===== src/rtl/hex_dump_sequencer_if.sv =====
// Bundled signals of the hex dump sequencer: control, register read port,
// shared hex converter and byte-wide transmit stream.
interface hex_dump_sequencer_if #(
    parameter int ADDR_W = 5
);
    logic              start;
    logic              busy;
    logic              done;
    logic [ADDR_W-1:0] reg_addr;
    logic [31:0]       reg_data;
    logic [7:0]        conv_bin;
    logic [15:0]       conv_ascii;
    logic [7:0]        tx_data;
    logic              tx_valid;
    logic              tx_ready;

    // master: the sequencer; slave: register file, converter and transmitter side
    modport master (
        input  start, reg_data, conv_ascii, tx_ready,
        output busy, done, reg_addr, conv_bin, tx_data, tx_valid
    );

    modport slave (
        output start, reg_data, conv_ascii, tx_ready,
        input  busy, done, reg_addr, conv_bin, tx_data, tx_valid
    );
endinterface


===== src/rtl/hex_dump_sequencer.sv =====
// Streams the register file as "xNN=HHHHHHHH\r\n" lines, one per register,
// time-sharing a single external byte-to-ASCII-hex converter.
module hex_dump_sequencer #(
    parameter int NUM_REGS = 32,
    parameter int ADDR_W   = 5
) (
    input  logic                  clk,
    input  logic                  rst,
    hex_dump_sequencer_if.master  bus
);

    typedef enum logic [2:0] {
        S_IDLE,
        S_FETCH,
        S_LATCH,
        S_SEND,
        S_DONE
    } state_t;

    localparam logic [ADDR_W-1:0] LAST_IDX = ADDR_W'(NUM_REGS - 1);
    localparam logic [3:0]        LAST_K   = 4'd13;

    state_t            state_q, state_d;
    logic [ADDR_W-1:0] idx_q, idx_d;
    logic [3:0]        k_q, k_d;
    logic [31:0]       word_q, word_d;

    logic              sending;
    logic [7:0]        idx_byte;
    logic [7:0]        sel_byte;

    always_ff @(posedge clk or posedge rst) begin
        if (rst) begin
            state_q <= S_IDLE;
            idx_q   <= '0;
            k_q     <= '0;
            word_q  <= '0;
        end else begin
            state_q <= state_d;
            idx_q   <= idx_d;
            k_q     <= k_d;
            word_q  <= word_d;
        end
    end

    always_comb begin
        state_d = state_q;
        idx_d   = idx_q;
        k_d     = k_q;
        word_d  = word_q;
        case (state_q)
            S_IDLE: begin
                if (bus.start) begin
                    idx_d   = '0;
                    state_d = S_FETCH;
                end
            end
            S_FETCH: state_d = S_LATCH;
            S_LATCH: begin
                // Snapshot the word so later register writes cannot tear the line
                word_d  = bus.reg_data;
                k_d     = '0;
                state_d = S_SEND;
            end
            S_SEND: begin
                if (bus.tx_ready) begin
                    if (k_q == LAST_K) begin
                        if (idx_q < LAST_IDX) begin
                            idx_d   = idx_q + 1'b1;
                            state_d = S_FETCH;
                        end else begin
                            state_d = S_DONE;
                        end
                    end else begin
                        k_d = k_q + 4'd1;
                    end
                end
            end
            S_DONE:  state_d = S_IDLE;
            default: state_d = S_IDLE;
        endcase
    end

    // Outputs are decoded from registered state only, so reset clears them at once
    // and they hold still while the transmitter stalls.
    always_comb begin
        sending  = (state_q == S_SEND);
        idx_byte = 8'(idx_q);
        sel_byte = 8'h00;
        case (k_q)
            4'd1, 4'd2:   sel_byte = idx_byte;
            4'd4, 4'd5:   sel_byte = word_q[31:24];
            4'd6, 4'd7:   sel_byte = word_q[23:16];
            4'd8, 4'd9:   sel_byte = word_q[15:8];
            4'd10, 4'd11: sel_byte = word_q[7:0];
            default:      sel_byte = 8'h00;
        endcase
    end

    always_comb begin
        bus.busy     = (state_q != S_IDLE);
        bus.done     = (state_q == S_DONE);
        bus.tx_valid = sending;
        bus.reg_addr = idx_q;
        bus.conv_bin = sending ? sel_byte : 8'h00;
        bus.tx_data  = 8'h00;
        if (sending) begin
            case (k_q)
                4'd0:                             bus.tx_data = 8'h78;
                4'd3:                             bus.tx_data = 8'h3D;
                4'd12:                            bus.tx_data = 8'h0D;
                4'd13:                            bus.tx_data = 8'h0A;
                4'd1, 4'd4, 4'd6, 4'd8, 4'd10:    bus.tx_data = bus.conv_ascii[15:8];
                4'd2, 4'd5, 4'd7, 4'd9, 4'd11:    bus.tx_data = bus.conv_ascii[7:0];
                default:                          bus.tx_data = 8'h00;
            endcase
        end
    end

endmodule


===== src/flat_wrapper.sv =====
// flat-port wrapper written by rule: the top's interface ports become plain ports
module hex_dump_sequencer_flat 
#(
    parameter int NUM_REGS = 32,
    parameter int ADDR_W   = 5
)
  (clk, rst, bus_start, bus_reg_data, bus_conv_ascii, bus_tx_ready, bus_busy, bus_done, bus_reg_addr, bus_conv_bin, bus_tx_data, bus_tx_valid);
  hex_dump_sequencer_if #(.ADDR_W(ADDR_W)) bus_i ();
  input  logic clk;
  input  logic rst;
  input wire logic [$bits(bus_i.start)-1:0] bus_start;
  input wire logic [$bits(bus_i.reg_data)-1:0] bus_reg_data;
  input wire logic [$bits(bus_i.conv_ascii)-1:0] bus_conv_ascii;
  input wire logic [$bits(bus_i.tx_ready)-1:0] bus_tx_ready;
  output wire logic [$bits(bus_i.busy)-1:0] bus_busy;
  output wire logic [$bits(bus_i.done)-1:0] bus_done;
  output wire logic [$bits(bus_i.reg_addr)-1:0] bus_reg_addr;
  output wire logic [$bits(bus_i.conv_bin)-1:0] bus_conv_bin;
  output wire logic [$bits(bus_i.tx_data)-1:0] bus_tx_data;
  output wire logic [$bits(bus_i.tx_valid)-1:0] bus_tx_valid;
  assign bus_i.start = bus_start;
  assign bus_i.reg_data = bus_reg_data;
  assign bus_i.conv_ascii = bus_conv_ascii;
  assign bus_i.tx_ready = bus_tx_ready;
  assign bus_busy = bus_i.busy;
  assign bus_done = bus_i.done;
  assign bus_reg_addr = bus_i.reg_addr;
  assign bus_conv_bin = bus_i.conv_bin;
  assign bus_tx_data = bus_i.tx_data;
  assign bus_tx_valid = bus_i.tx_valid;
  hex_dump_sequencer #(.NUM_REGS(NUM_REGS), .ADDR_W(ADDR_W)) u_core (.clk(clk), .rst(rst), .bus(bus_i));
endmodule

===== config.mk =====
export PLATFORM = sky130hd
export DESIGN_NAME = hex_dump_sequencer_flat
export DESIGN_NICKNAME = d
export VERILOG_FILES = /design/src/rtl/hex_dump_sequencer_if.sv /design/src/rtl/hex_dump_sequencer.sv /design/src/flat_wrapper.sv
export SDC_FILE = /design/constraint.sdc
export NUM_CORES = 1
export LEC_CHECK = 0
export ABC_AREA = 0
export CAP_MARGIN = 5
export CORE_AREA = 2 2 85 87
export CTS_CLUSTER_SIZE = 25
export DETAILED_ROUTE_END_ITERATION = 8
export DIE_AREA = 0 0 87 89
export PLACE_DENSITY = 0.69
export RECOVER_POWER = 100
export SYNTH_ARGS = -nofsm -noshare
export SYNTH_HDL_FRONTEND = slang
export SYNTH_SLANG_ARGS = --single-unit

===== constraint.sdc =====
create_clock -name clk -period 2.81 [get_ports clk]
set_clock_uncertainty 0.15 [all_clocks]
set_input_delay 0.4215 -clock clk [delete_from_list [all_inputs] [get_ports clk]]
set_output_delay 0.4215 -clock clk [all_outputs]
set_load 0.03 [all_outputs]

=== After elaboration in Yosys (flattened, before gate mapping) ===
Index checks and enable logic that the tools add are counted.

* Register bits: 44
* Bits in latches: 0
* Bits in writable memories: 0
* Memory bits (read-only): 0
* Bits of input ports: 52
* Output and inout port bits: 24
* Word-level logic and storage cells: 61
* Memories kept: 0

* $add $sub $neg: 2
* $mul: 0
* Div/mod/pow operators: 0
* Order comparisons: 1
* Equality and inequality tests: 22
* Shifts and indexed selects: 0
* Muxes and demuxes: 17
* Bitwise operators: 0
* Reductions and logical operators: 15

{| class="wikitable"
|+ Operator list
! operator !! count
|-
| $pmux W8 S6 || 1
|-
| $pmux W8 S5 || 1
|-
| $eq A4 B4 Y1 const B || 6
|-
| $mux W5 || 4
|-
| $eq A4 B3 Y1 const B || 4
|-
| $mux W8 || 2
|-
| $mux W3 || 4
|-
| $pmux W3 S4 || 1
|-
| $ne A2 B2 Y1 const B || 5
|-
| $pmux W5 S2 || 1
|-
| $reduce_or A2 Y1 || 5
|-
| $reduce_or A5 Y1 || 2
|-
| $eq A4 B2 Y1 const B || 2
|-
| $mux W4 || 2
|-
| $pmux W4 S2 || 1
|-
| $eq A3 B2 Y1 const B || 2
|-
| $reduce_and A3 Y1 || 2
|-
| $add A5 B1 Y5 const B || 1
|-
| $lt A5 B5 Y1 const B || 1
|-
| $reduce_and A5 Y1 || 1
|-
| $add A4 B1 Y4 const B || 1
|-
| $eq A4 B1 Y1 const B || 1
|-
| $logic_not A4 Y1 || 1
|-
| $reduce_bool A2 Y1 || 2
|-
| 4 further kinds || 4
|}

=== Logic depth before layout (Yosys ltp) ===
* Depth in word-level cells: 5
* Depth in mapped cells: 7
* Mapped depth without buffers: 6

=== Worst setup path after synthesis ===
OpenSTA, ideal clock, no wires.

* Kind: reg2out
* From: register u_core.k_q[0]
* To: output port bus_tx_data[3]
* Data arrival time: 2,070 ps
* Data required time: 2,239 ps
* Slack: 169 ps
* Stages on the path, launching flop included: 8
* Cells stage by stage: dfrtp_1 > inv_1 > ha_1 > buf_2 > nor3b_2 > o32ai_4 > nand2_1 > a311oi_1

* Cells in the longest elaborated chain, start to end: 4
* Elaborated cells on any way between the ends: 18
* Those cells by class: 13 x eq/ne; 2 x mux; 3 x reduce/logical

{| class="wikitable"
|+ Ends and longest elaborated chain
! what !! line !! source
|-
| start, declared || hex_dump_sequencer.sv:25 || <nowiki>logic [3:0] k_q, k_d;</nowiki>
|-
| start signal, assigned || hex_dump_sequencer.sv:41 || <nowiki>k_q <= k_d;</nowiki>
|-
| $eq A4 B2 Y1 (tied with other cells) || hex_dump_sequencer.sv:108 || <nowiki>case (k_q)</nowiki>
|-
| $reduce_or A5 Y1 || hex_dump_sequencer.sv:108 ||
|-
| $pmux W8 S6 * || hex_dump_sequencer.sv:108 ||
|-
| $mux W8 * || hex_dump_sequencer.sv:107 || <nowiki>if (sending) begin</nowiki>
|-
| end, declared || flat_wrapper.sv:19 || <nowiki>output wire logic [$bits(bus_i.tx_data)-1:0] bus_tx_data;</nowiki>
|}

Mark *: on every way between the ends. The rest lies on a longest branch, timed or not.

=== Final worst setup path ===
Same ends and word-level chain as after synthesis.

==> summary.md <==
| Metric | Value |
|---|---|
| Crit Path Category | `register to output port` |
| Crit-path cells | `inv_4, ha_1, buf_6, nor3b_2, o32ai_4, buf_6, nand2_1, a311oi_1, buf_4` |
| Worst EP arrival | `2.15 ns` |
| Reg power frac | `26.3%` |
| Seq/Total Area, Yosys | `40.4%` |
| Synth Cell Area | `0.00272 mm²` |
| Commonest non-fill, non-tap cell in the layout | `clkdlybuf4s50_1` |
| Final wirelength | `7170 µm` |
| Final core occ | `55.4%` |
| Buffers & Inverters on Critical Path | `4` |
| Async S/R FF share, synth | `100%` |
| Height of the chip | `89 µm` |
| PD cells | `1180 mW/mm²` |
| CTS buffer count | `5` |
| Syn_nets | `330` |
| Layout cells sized above 1 | `26.5%` |
| Core area | `0.00672 mm²` |
| Crit path max-delay family | `buffers and inverters` |
| Core Rows | `30` |
| Clock Tree Buf Depth | `2` |
| Post-route ant nets | `0` |
| Leak | `0.00149 µW` |
| Clock transition at the registers of the reported paths | `0.08 ns` |
| Max VDD drop | `0.648 mV` |
| Clk_lat worst skew | `0.29 ns` |
| Worst Reg2Reg Path Length in Cells | `5` |
| Initial DRC count | `143` |
| Largest net degree at the start of global routing | `35` |
| Relative max-transition margin | `roughly 30%` |
| Setup TNS | `0 ns` |
| Unique cell type count in the Yosys netlist | `49` |
| Total power | `approximately 4400 µW` |
| Fin cells | `439` |
| Sw frac | `between 40% and 50%` |
| Hold Violations, Final | `0` |
| Cell taking the most area after synthesis | `dfrtp_1` |
| Placed cell count | `between 400 and 500` |
| Startpoint types | `register` |
| Root buffer cell | `clkbuf_8` |
| Int Power | `between 2000 and 2500 µW` |
| FMAX | `0.368 GHz` |
| CTS tree | `done` |
| Most frequent cells in the layout | `58 x clkdlybuf4s50_1, 42 x dfrtp_1, 33 x mux2_2` |
| Area Growth Syn to Fin | `36.8%` |
| Max-slew violation count | `0` |
| Vias after detailed routing | `2454` |
| Status | `completed` |
| # fillers | `just over 600` |
| Syn_area_per_cell | `9.97 µm²` |
| Final #Nets | `416` |
| Clock share of power | `roughly an eighth` |
| First-pass GRT wire length | `11700 µm` |
| CP max stage delay | `0.45 ns` |
| Stages on worst setup path | `9` |
| Synth Instances | `273` |
| Setup Viol. Count Final | `0` |
| DIE WIDTH | `approximately 87 µm` |
| CTS H-Tree Depth | `2` |
| Vias/cell | `5.59` |
| I/O pin count | `76` |
| Total clock sinks | `44` |
| Crit path capture type | `output port` |
| Final period util | `a little over nine tenths` |
| Tot GR Track Use | `19.2%` |
| Hpwl dp | `5340 µm` |
| Psw | `1960 µW` |
| HP Class | `input port to async pin` |
| Initial Utilization | `about two fifths` |
| Critical Path RT | `2.24 ns` |
| Yosys top cell area share | `40.4%` |
| FF+latch count, synth | `44` |
| Most frequently used flop master after synthesis | `dfrtp_1` |
| Yosys warning total | `0` |
| Hold WS | `0.335 ns` |
| TritonRoute pass-1 iters | `4` |
| CP Max Fanout | `11` |
| Post-synth EDFFs | `0` |
| Vias in the first global route | `2403` |
| Number of antenna diodes | `0` |
| Residual DRC count | `0` |
| Crit path top cell by count | `buf_6` |
| Die ar. | `0.00774 mm²` |
| GP Congestion | `0.857` |
| MaxCap Viol Count | `0` |
| Routed length per instance | `16.3 µm` |
| Critical-path top delay cell | `dfrtp_2` |
| Total gr overflow | `0` |
| Initial antenna violation count | `0` |
| Combinational share of power | `60.8%` |
| Final min period | `2.72 ns` |
| Buffers on Ports | `between 70 and 80` |
| Most area-consuming cells after synthesis | `dfrtp_1 40%, mux2_2 14%, a22oi_1 5.5%` |
| Worst-Margin Slew | `1.05 ns` |
-- synthesized netlist by cell type, types with 2 or more instances --
master,count
dfrtp_1,44
mux2_2,33
nand2_1,27
a22oi_1,20
o21ai_0,17
nor2_1,15
a21oi_1,12
a31oi_1,10
inv_1,7
mux2i_1,6
buf_2,5
buf_4,5
buf_6,5
ha_1,5
nand3_1,5
nor2_2,5
and2_1,4
nand2b_1,4
nor3_1,4
a21o_1,3
nand4_1,3
nor2b_1,3
a22o_1,2
and3b_1,2
o221ai_1,2
xnor2_1,2
-- cells by family (layout without fill, tap and decap cells) --
family | count (synthesis) | in the layout | synth area share (%)
simple gates | 83 | 83 | 16.0
compound gates | 75 | 75 | 18.8
flops | 44 | 44 | 40.4
mux | 39 | 39 | 15.9
buf+inv | 24 | 110 | 5.61
fa+ha+maj | 6 | 6 | 2.67
xor+xnor | 2 | 2 | 0.643
-- state kept, by name, summed over array words and instances (netlist names) --
register	flops
u_core.k_q	4
u_core.state_q	3
u_core.word_q	32
u_core.bus.reg_addr	5
-- final cells by class --
cell class / instances / area, µm² / area share (%)
clock buffer: 5 / 68.8 / 1.85
timing repair buffer: 95 / 847 / 22.7
inverter: 8 / 32.5 / 0.873
tap: 80 / 100 / 2.69
multi-input combinational: 205 / 1510 / 40.6
clock inverter: 2 / 60.1 / 1.61
sequential: 44 / 1100 / 29.6
-- path summary, 6_finish.rpt --
| check | start | to | slack, ns |
|---|---|---|---|
| setup / recovery | u_core.k_q[0] | bus_tx_data[3] | 0.09 |
| setup reg to reg | u_core.k_q[3] | u_core.bus.reg_addr[4] | 0.93 |
| min in group clk | u_core.word_q[17] | u_core.word_q[17] | 0.37 |
| hold reg to reg | u_core.word_q[17] | u_core.word_q[17] | 0.37 |
| hold / removal | rst | u_core.bus.reg_addr[4] | 0.33 |
| max in group asynchronous | rst | u_core.word_q[8] | 0.94 |
-- stage by stage --
stage          setup WS, ns  instance area (µm²)
5_1_grt            -0.00501                 3720
4_1_cts            -0.00778                 3700
6_report             0.0922                 3720
2_1_floorplan         0.169                 2720
3_5_place_dp         0.0211                 3560
3_3_place_gp         0.0918                 3560
-- worst reg2reg max path: stages, from the launching register on --
cell and delay (ns):
dfrtp_1 0.62, clkbuf_1 0.24, and4_4 0.29, o211ai_2 0.12
a21oi_1 0.19, mux2i_1 0.20
-- power by group through the flow --
stage / Clock (µW) / Sequential [µW] / Combinational [µW]
after floorplan: 0 / 1100 / 1800
after global placement: 0 / 1140 / 2590
after detailed placement: 0 / 1160 / 2630
after CTS: 577 / 1140 / 2610
after global routing: 602 / 1190 / 2890
final: 565 / 1150 / 2670
-- repair_timing --
action	4_1_cts	5_1_grt
setup buffers	0	1
resized for setup	8	21
setup endpoints to repair	10	13
hold buffers	0	0
cloned	0	0
-- per-layer routing --
layer | routed length [µm] | GRT usage [%] | share of wire, %
met1 | 3100 | 25.6 | 43
met4 | 58 | 3.84 | 0.81
met3 | 462 | 3.42 | 6.4
met5 | 0 | 0 | 0
met2 | 3550 | 32.9 | 50
(Power assumes the default switching activity.)
